==> config.mk <==
export PLATFORM = sky130hd
export DESIGN_NAME = core_regbank_banked
export DESIGN_NICKNAME = d
export VERILOG_FILES = /design/src/rtl/core_regbank_banked.sv
export SDC_FILE = /design/constraint.sdc
export NUM_CORES = 2
export LEC_CHECK = 0
export ABC_AREA = 0
export BUFFER_PORTS_ARGS = -buffer_cell sky130_fd_sc_hd__buf_2
export CAP_MARGIN = 20
export CORE_ASPECT_RATIO = 1.4
export CORE_UTILIZATION = 45
export DETAILED_ROUTE_END_ITERATION = 10
export PLACE_DENSITY = 0.66
export SETUP_SLACK_MARGIN = 0.02
export SLEW_MARGIN = 5
export SYNTH_ARGS = -nofsm -noshare
export SYNTH_HDL_FRONTEND = slang
export SYNTH_SLANG_ARGS = --single-unit
==> constraint.sdc <==
create_clock -name clk -period 22.3 [get_ports clk]
set_input_delay 4.46 -clock clk [delete_from_list [all_inputs] [get_ports clk]]
set_output_delay 4.46 -clock clk [all_outputs]
set_load 0.1 [all_outputs]
==> src/rtl/core_regbank_banked.sv <==
// core_regbank_banked: Cortex-M0 style register bank with banked SP and exception stacking sequencer
module core_regbank_banked #(
  parameter int DATA_W = 32,
  parameter int NUM_RD = 3,
  parameter logic [DATA_W-1:0] LR_RST = '1,
  parameter logic [DATA_W-1:0] MSP_RST = '0
) (
  input  logic                     clk,
  input  logic                     rst,
  input  logic [4*NUM_RD-1:0]      rd_addr,
  output logic [DATA_W*NUM_RD-1:0] rd_data,
  input  logic                     wa_en,
  input  logic [3:0]               wa_addr,
  input  logic [DATA_W-1:0]        wa_data,
  input  logic                     wb_en,
  input  logic [3:0]               wb_addr,
  input  logic [DATA_W-1:0]        wb_data,
  input  logic                     pc_ld,
  input  logic [DATA_W-1:0]        pc_in,
  input  logic                     apsr_ld,
  input  logic [3:0]               apsr_in,
  input  logic                     primask_ld,
  input  logic                     primask_in,
  input  logic                     spsel_ld,
  input  logic                     spsel_in,
  input  logic                     exc_req,
  input  logic [5:0]               exc_num,
  input  logic                     exc_ret,
  input  logic [3:0]               exc_ret_val,
  output logic                     busy,
  output logic                     seq_done,
  output logic                     mem_req,
  output logic                     mem_we,
  output logic [DATA_W-1:0]        mem_addr,
  output logic [DATA_W-1:0]        mem_wdata,
  input  logic                     mem_ack,
  input  logic [DATA_W-1:0]        mem_rdata,
  output logic [DATA_W-1:0]        r_sp,
  output logic [DATA_W-1:0]        r_pc,
  output logic [DATA_W-1:0]        r_lr,
  output logic [3:0]               r_apsr,
  output logic [5:0]               r_ipsr,
  output logic                     r_primask,
  output logic                     r_spsel,
  output logic                     handler_mode
);
  typedef enum logic [1:0] {IDLE, PUSH, POP, DONE} state_t;
  localparam logic [DATA_W-1:0] WSZ = DATA_W'(DATA_W / 8);
  localparam logic [DATA_W-1:0] FRAME = WSZ << 3;
  state_t state, state_nx;
  logic [DATA_W-1:0] r [13];
  logic [DATA_W-1:0] view [16];
  logic [DATA_W-1:0] wd [16];
  logic [15:0] we;
  logic [DATA_W-1:0] msp, psp, lr, pc, base, ret_lr, act_sp, xpsr, sp_fin;
  logic [3:0] apsr, pop_reg;
  logic [5:0] ipsr, exc_no;
  logic [2:0] idx;
  logic primask, spsel, bank, idle, use_psp, ack, fin;
  assign idle = state == IDLE;
  assign use_psp = spsel && ipsr == '0;
  assign act_sp = use_psp ? psp : msp;
  assign xpsr = {apsr, {(DATA_W-10){1'b0}}, ipsr};
  assign ack = mem_req && mem_ack;
  assign fin = ack && idx == 3'd7;
  assign sp_fin = state == PUSH ? base : base + FRAME;
  assign pop_reg = idx[2] ? (idx[1] ? 4'd15 : (idx[0] ? 4'd14 : 4'd12)) : {2'b00, idx[1:0]};
  assign busy = !idle;
  assign seq_done = state == DONE;
  assign mem_req = state == PUSH || state == POP;
  assign mem_we = state == PUSH;
  assign mem_addr = mem_req ? base + DATA_W'(idx) * WSZ : '0;
  assign mem_wdata = mem_we ? (idx == 3'd7 ? xpsr : view[pop_reg]) : '0;
  assign r_sp = act_sp;
  assign r_pc = pc;
  assign r_lr = lr;
  assign r_apsr = apsr;
  assign r_ipsr = ipsr;
  assign r_primask = primask;
  assign r_spsel = spsel;
  assign handler_mode = ipsr != '0;
  always_comb begin
    for (int i = 0; i < 13; i++) view[i] = r[i];
    view[13] = act_sp;
    view[14] = lr;
    view[15] = pc;
  end
  for (genvar k = 0; k < NUM_RD; k++) begin : g_rd
    logic [3:0] a;
    assign a = rd_addr[4*k +: 4];
    assign rd_data[DATA_W*k +: DATA_W] = idle && wb_en && wb_addr == a ? wb_data :
                                         idle && wa_en && wa_addr == a ? wa_data : view[a];
  end
  always_comb begin
    for (int i = 0; i < 16; i++) begin
      we[i] = idle && i != 15 && (wb_en && wb_addr == 4'(i) || wa_en && wa_addr == 4'(i));
      wd[i] = wb_en && wb_addr == 4'(i) ? wb_data : wa_data;
    end
    if (state == POP && ack && idx != 3'd7) begin
      we[pop_reg] = 1'b1;
      wd[pop_reg] = mem_rdata;
    end
  end
  always_comb state_nx = idle ? (exc_req ? PUSH : (exc_ret ? POP : IDLE)) :
                         state == DONE ? IDLE : (fin ? DONE : state);
  always_ff @(posedge clk or posedge rst)
    if (rst) state <= IDLE;
    else state <= state_nx;
  always_ff @(posedge clk or posedge rst) begin
    if (rst) begin
      for (int i = 0; i < 13; i++) r[i] <= '0;
      msp <= MSP_RST;
      psp <= '0;
      lr <= LR_RST;
      pc <= '0;
      apsr <= '0;
      ipsr <= '0;
      primask <= 1'b0;
      spsel <= 1'b0;
      base <= '0;
      ret_lr <= '0;
      exc_no <= '0;
      bank <= 1'b0;
      idx <= '0;
    end else begin
      for (int i = 0; i < 13; i++) if (we[i]) r[i] <= wd[i];
      if (we[14]) lr <= wd[14];
      if (we[15]) pc <= wd[15];
      if (idle && pc_ld) pc <= pc_in;
      if (we[13] && use_psp) psp <= wd[13] & ~DATA_W'(3);
      if (we[13] && !use_psp) msp <= wd[13] & ~DATA_W'(3);
      if (idle && apsr_ld) apsr <= apsr_in;
      if (idle && primask_ld) primask <= primask_in;
      if (idle && spsel_ld) spsel <= spsel_in;
      if (idle && exc_req) begin
        base <= act_sp - FRAME;
        bank <= use_psp;
        exc_no <= exc_num;
        ret_lr <= {{(DATA_W-4){1'b1}}, ipsr != '0 ? 4'h1 : (use_psp ? 4'hD : 4'h9)};
        idx <= '0;
      end else if (idle && exc_ret) begin
        base <= exc_ret_val == 4'hD ? psp : msp;
        bank <= exc_ret_val == 4'hD;
        idx <= '0;
      end
      if (ack) idx <= idx + 3'd1;
      if (fin && bank) psp <= sp_fin;
      if (fin && !bank) msp <= sp_fin;
      if (fin && state == PUSH) begin
        lr <= ret_lr;
        ipsr <= exc_no;
      end
      if (fin && state == POP) begin
        apsr <= mem_rdata[DATA_W-1 -: 4];
        ipsr <= mem_rdata[5:0];
        spsel <= bank;
      end
    end
  end
endmodule

=== Word-level counts from Yosys, hierarchy flattened ===
Index checks and enable logic that the tools add are counted.

* Output and inout port bits: 273
* Register bits after elaboration: 605
* Logic and storage cells: 269

* Eq/ne operators: 41
* Reduce and logical (&&, ||, !) cells: 107
* Bitwise logic cells: 5
* $lt $le $gt $ge: 7
* $add $sub $neg: 4
* Mux-type cells: 78

{| class="wikitable"
|+ Operators with widths
! kind !! number
|-
| $mux W32 || 47
|-
| $bmux W32 S4 || 4
|-
| $bwmux W512 || 1
|-
| $mux W512 || 1
|-
| $demux W32 S4 || 1
|-
| $logic_and A1 B1 Y1 || 73
|-
| $eq A4 B4 Y1 const B || 16
|-
| $add A32 B5 Y32 || 1
|-
| $add A32 B6 Y32 const B || 1
|-
| $eq A4 B3 Y1 const B || 8
|-
| $sub A32 B6 Y32 const B || 1
|-
| $eq A4 B4 Y1 || 6
|-
| $ge A5 B5 Y1 const B || 4
|-
| $not A4 Y5 || 4
|-
| $eq A4 B2 Y1 const B || 4
|-
| $logic_or A1 B1 Y1 || 16
|-
| $mux W16 || 1
|-
| $mux W4 || 4
|-
| $or A15 B16 Y16 || 1
|-
| $reduce_bool A2 Y1 || 8
|-
| $mux W2 || 7
|-
| $mux W3 || 4
|-
| $mux W6 || 2
|-
| $eq A4 B1 Y1 const B || 2
|-
| 16 further kinds || 25
|}

=== Longest topological paths before layout ===
* Word-level depth: 12
* Depth in mapped cells: 13
* Mapped depth without buffers: 9

=== Worst setup path after synthesis ===
Ideal clock, no wire load.

* Kind: input -> output
* Start: input rd_addr[8]
* End: output rd_data[68]
* Arrival time: 8362 ps
* Stages on the path: 7
* Required time: 17840 ps
* Setup slack: 9478 ps
* Path buffers: 2
* Cells stage by stage: clkbuf_1 buf_1 xnor2_1 nand3_1 o31ai_1 nor2_1 a211oi_1

* Cells in the longest elaborated chain, start to end: 6
* Elaborated cells on any way between the ends: 10

{| class="wikitable"
|+ RTL lines
! item !! RTL line !! RTL
|-
| from (decl) || 10 || <nowiki>input logic [4*NUM_RD-1:0] rd_addr,</nowiki>
|-
| $not A4 Y5 (implied by the code) || 92 || <nowiki>idle && wa_en && wa_addr == a ? wa_data : view[a];</nowiki>
|-
| $bmux W32 S4 || 92 ||
|-
| $mux W32 (implied by the code) (2 in series) || 92 ||
|-
| $mux W32 || 92 ||
|-
| $mux W32 * || 91 || <nowiki>assign rd_data[DATA_W*k +: DATA_W] = idle && wb_en && wb_addr == a ? wb_data :</nowiki>
|-
| to (decl) || 11 || <nowiki>output logic [DATA_W*NUM_RD-1:0] rd_data,</nowiki>
|}

Mark *: on every way between the ends. The rest lies on a longest branch, timed or not. The select of a mux whose other input is x is not followed.

=== Worst setup path after layout ===
* Start: input rd_addr[9]
* End: output rd_data[95]

The elaborated chain is that of the path after synthesis.

==> run_results.csv <==
group,metric,value,unit
logic_synthesis,synth_common_cells,"nand2_1 (788), mux2i_1 (683), o21ai_0 (607)",
cts,postCtsHoldBufs,0,
pwr,finalPower,8.97,mW
setup_path,cp_max_fo,86,
grt,antenna_found_initial,16,
sta,setup_ws,9.45,ns
cts,cts_setup_buffers,0,
drt,drc,0,
setup_path,r2r_slack,17.69,ns
pwr,p_per_area,164,nW/µm²
setup_path,slowest_delay,0.94,ns
cts,cts_buffers,71,
logic_synthesis,ys_seq_elements,603,
final_layout,fin_nets,5630,
logic_synthesis,synthAdderAreaFrac,0.00344,
logic_synthesis,synth_top_family_by_area,"multiplexers",
logic_synthesis,synth_area,49400,µm²
cts,cts_resized,0,
cts,insertion_delay,0.70,ns
logic_synthesis,ys_warn_count,0,
sta,setup-violations-final,0,
placement,postPlaceCellArea,52200,µm²
grt,grt_pass1_wl,326000,µm
setup_path,slowest_stage,"buf_4",
drt,vias,49000,
logic_synthesis,synthXorXnorAreaFrac,0.0167,
logic_synthesis,synth-simple-area-share,0.128,
cts,clock-sinks,603,
pwr,peakVddDrop,0.187,mV
logic_synthesis,synth_compound_area_frac,0.171,
logic_synthesis,synth_flop_cell,"dfrtp_1",
pwr,p_leak,22.9,nW
sta,finalCriticalPeriod,12.85,ns
cts,cts.reportedPaths.clkPinSlew,0.06,ns
final_layout,postLayoutCellArea,54700,µm²
setup_path,criticalPathCategory,"in2out",
logic_synthesis,synthesis.nets,5639,
final_layout,instances_no_fill,6963,
drt,ant_nets,0,
cts,tritoncts,"yes",
sta,finClkSkew,0.0204,ns
placement,portBuffers,447,
floorplan,die_w,282,µm
floorplan,initial_core_util,0.455,
floorplan,fp.coreArea,109000,µm²
outcome,status,"finished clean",
cts,root_buffer,"clkbuf_16",
sta,finalCritPeriodShare,0.576,
logic_synthesis,muxShareOfSynthArea,0.320,
sta,slew_viol_final,0,
sta,setup-tns-final,0,ns
placement,dp_hpwl,150000,µm
sta,hold_viol,0,
logic_synthesis,ys_seq_area_frac,0.306,
setup_path,cp.required,17.84,ns
grt,globalRouteOverflowTotal,0,
final_layout,postLayoutCoreUtil,0.503,
setup_path,crit_family,"buffers and inverters",
logic_synthesis,synthTopCellsByArea,"dfrtp_1 (29%), mux4_2 (16%), mux2i_1 (14%)",
setup_path,crit_path_frequent_cell,"buf_4",
setup_path,endpoint_kind,"output pin",
sta,worstMarginPinSlew,1.28,ns
setup_path,cp_cell_sequence,"buf_6 -> buf_4 -> xor2_1 -> nor3_1 -> nand2_1 -> buf_4 -> o22ai_1 -> a211oi_1 -> buf_2",
sta,max_slew_margin,0.140,
drt,post_drt_via_cell_ratio,7.03,
logic_synthesis,avgSynthCellArea,9.06,µm²
setup_path,cp_data_arrival_time,8.39,ns
setup_path,cp-start-kind,"input pin",
cts,ctsHtreeMaxLevel,3,
logic_synthesis,synth_most_common_cell,"nand2_1",
worst_hold_path,hp-class,"reg2reg",
placement,dp.cells,6808,
sta,holdWs,0.475,ns
setup_path,path_buf_inv,4,
flow_run,drv_cap,0,
placement,routabilityCongestion,0.999,
final_layout,area_growth,10.6,%
grt,track_usage,0.402,
placement,dpl_worst_slack,9.20,ns
grt,grt_pass1_vias,46200,
drt,drt-pass1-iter-count,9,
grt,grt_max_degree,166,
sta,rsz0062_at_grt,"no",
drt,wirelength,226000,µm
logic_synthesis,synth_edf_count,0,
logic_synthesis,yosys.area.top_type_share,0.289,
floorplan,io_pins,448,
drt,wl_per_cell,32.5,µm
logic_synthesis,ys_async_sr_fraction,1.00,
logic_synthesis,ys_types,67,
floorplan,dieArea,111000,µm²
cts,clk_path_buf_depth,3,
drt,drt_iter0_markers,7885,
final_layout,drive_gt1_frac,0.221,
sta,max_freq,0.0778,GHz
floorplan,fp.dieH,394,µm
floorplan,num_rows,143,
logic_synthesis,synth_area_leader_cell,"dfrtp_1",
logic_synthesis,postSynthCellCount,5451,
==> where the power goes <==
| group | internal [mW] | switching [mW] | total (mW) |
|---|---|---|---|
| Sequential | 1.61 | 0.827 | 2.44 |
| Clock | 0.661 | 0.546 | 1.21 |
| Combinational | 1.55 | 3.78 | 5.33 |
| Total | 3.82 | 5.15 | 8.97 |
==> routing by layer <==
| metal | GRT usage | part of all wire | vias up |
|---|---|---|---|
| met1 | 0.516 | 0.36 | 23800 |
| met5 | 0 | 0.00034 | - |
| li1 | - | - | 19900 |
| met3 | 0.158 | 0.15 | 909 |
| met4 | 0.238 | 0.068 | 10 |
| met2 | 0.567 | 0.42 | 4287 |
==> kinds of logic after synthesis <==
kind of cell,count (synthesis)
compound gates,1442
xor+xnor,94
fa+ha+maj,13
buf+inv,707
flops,603
mux,1120
simple gates,1472
==> final cells by class <==
class | count | area [µm²]
antenna | 16 | 40.0
sequential | 603 | 15100
inverter | 52 | 203
fill | 10200 | 53900
tap | 1450 | 1810
clock inverter | 25 | 245
multi-input combinational | 4141 | 31900
timing repair buffer | 573 | 3340
clock buffer | 103 | 2030
==> final timing paths <==
kind	startpoint	end	cells after the start
worst max-delay path	rd_addr[9]	rd_data[95]	9
worst min-delay path	ret_lr[0]$_DFFE_PP0P_	ret_lr[0]$_DFFE_PP0P_	1
worst max register to register	idx[1]$_DFFE_PP0P_	psp[20]$_DFFE_PP0P_	11
worst min register to register	ret_lr[0]$_DFFE_PP0P_	ret_lr[0]$_DFFE_PP0P_	1
max in group asynchronous	rst	r_lr[24]$_DFFE_PP1P_	6
min in group asynchronous	rst	r[265]$_DFFE_PP0P_	2
==> layout by cell type (no fill, tap or decap), types with 49 or more instances in the layout <==
| cell type | synthesis | layout |
|---|---|---|
| nor2_1 | 391 | 378 |
| nand3b_1 | 51 | 51 |
| o21ai_0 | 607 | 607 |
| buf_4 | 3 | 119 |
| mux2_2 | 77 | 77 |
| o22ai_1 | 113 | 113 |
| nand2_1 | 788 | 784 |
| clkbuf_16 | 0 | 72 |
| a211oi_1 | 118 | 118 |
| inv_1 | 50 | 49 |
| xnor2_1 | 66 | 66 |
| mux4_2 | 358 | 358 |
| buf_2 | 46 | 441 |
| a21oi_1 | 326 | 326 |
| mux2i_1 | 683 | 681 |
| dfrtp_1 | 571 | 571 |
==> flip-flops by register name (all words and copies together), names as in the netlist, 2 cells and up <==
name / flops
r_pc: 32
base: 32
exc_no: 6
r: 416
idx: 3
r_apsr: 4
r_lr: 32
msp: 32
r_ipsr: 6
ret_lr: 3
state: 2
psp: 32
(Power assumes the default switching activity.)
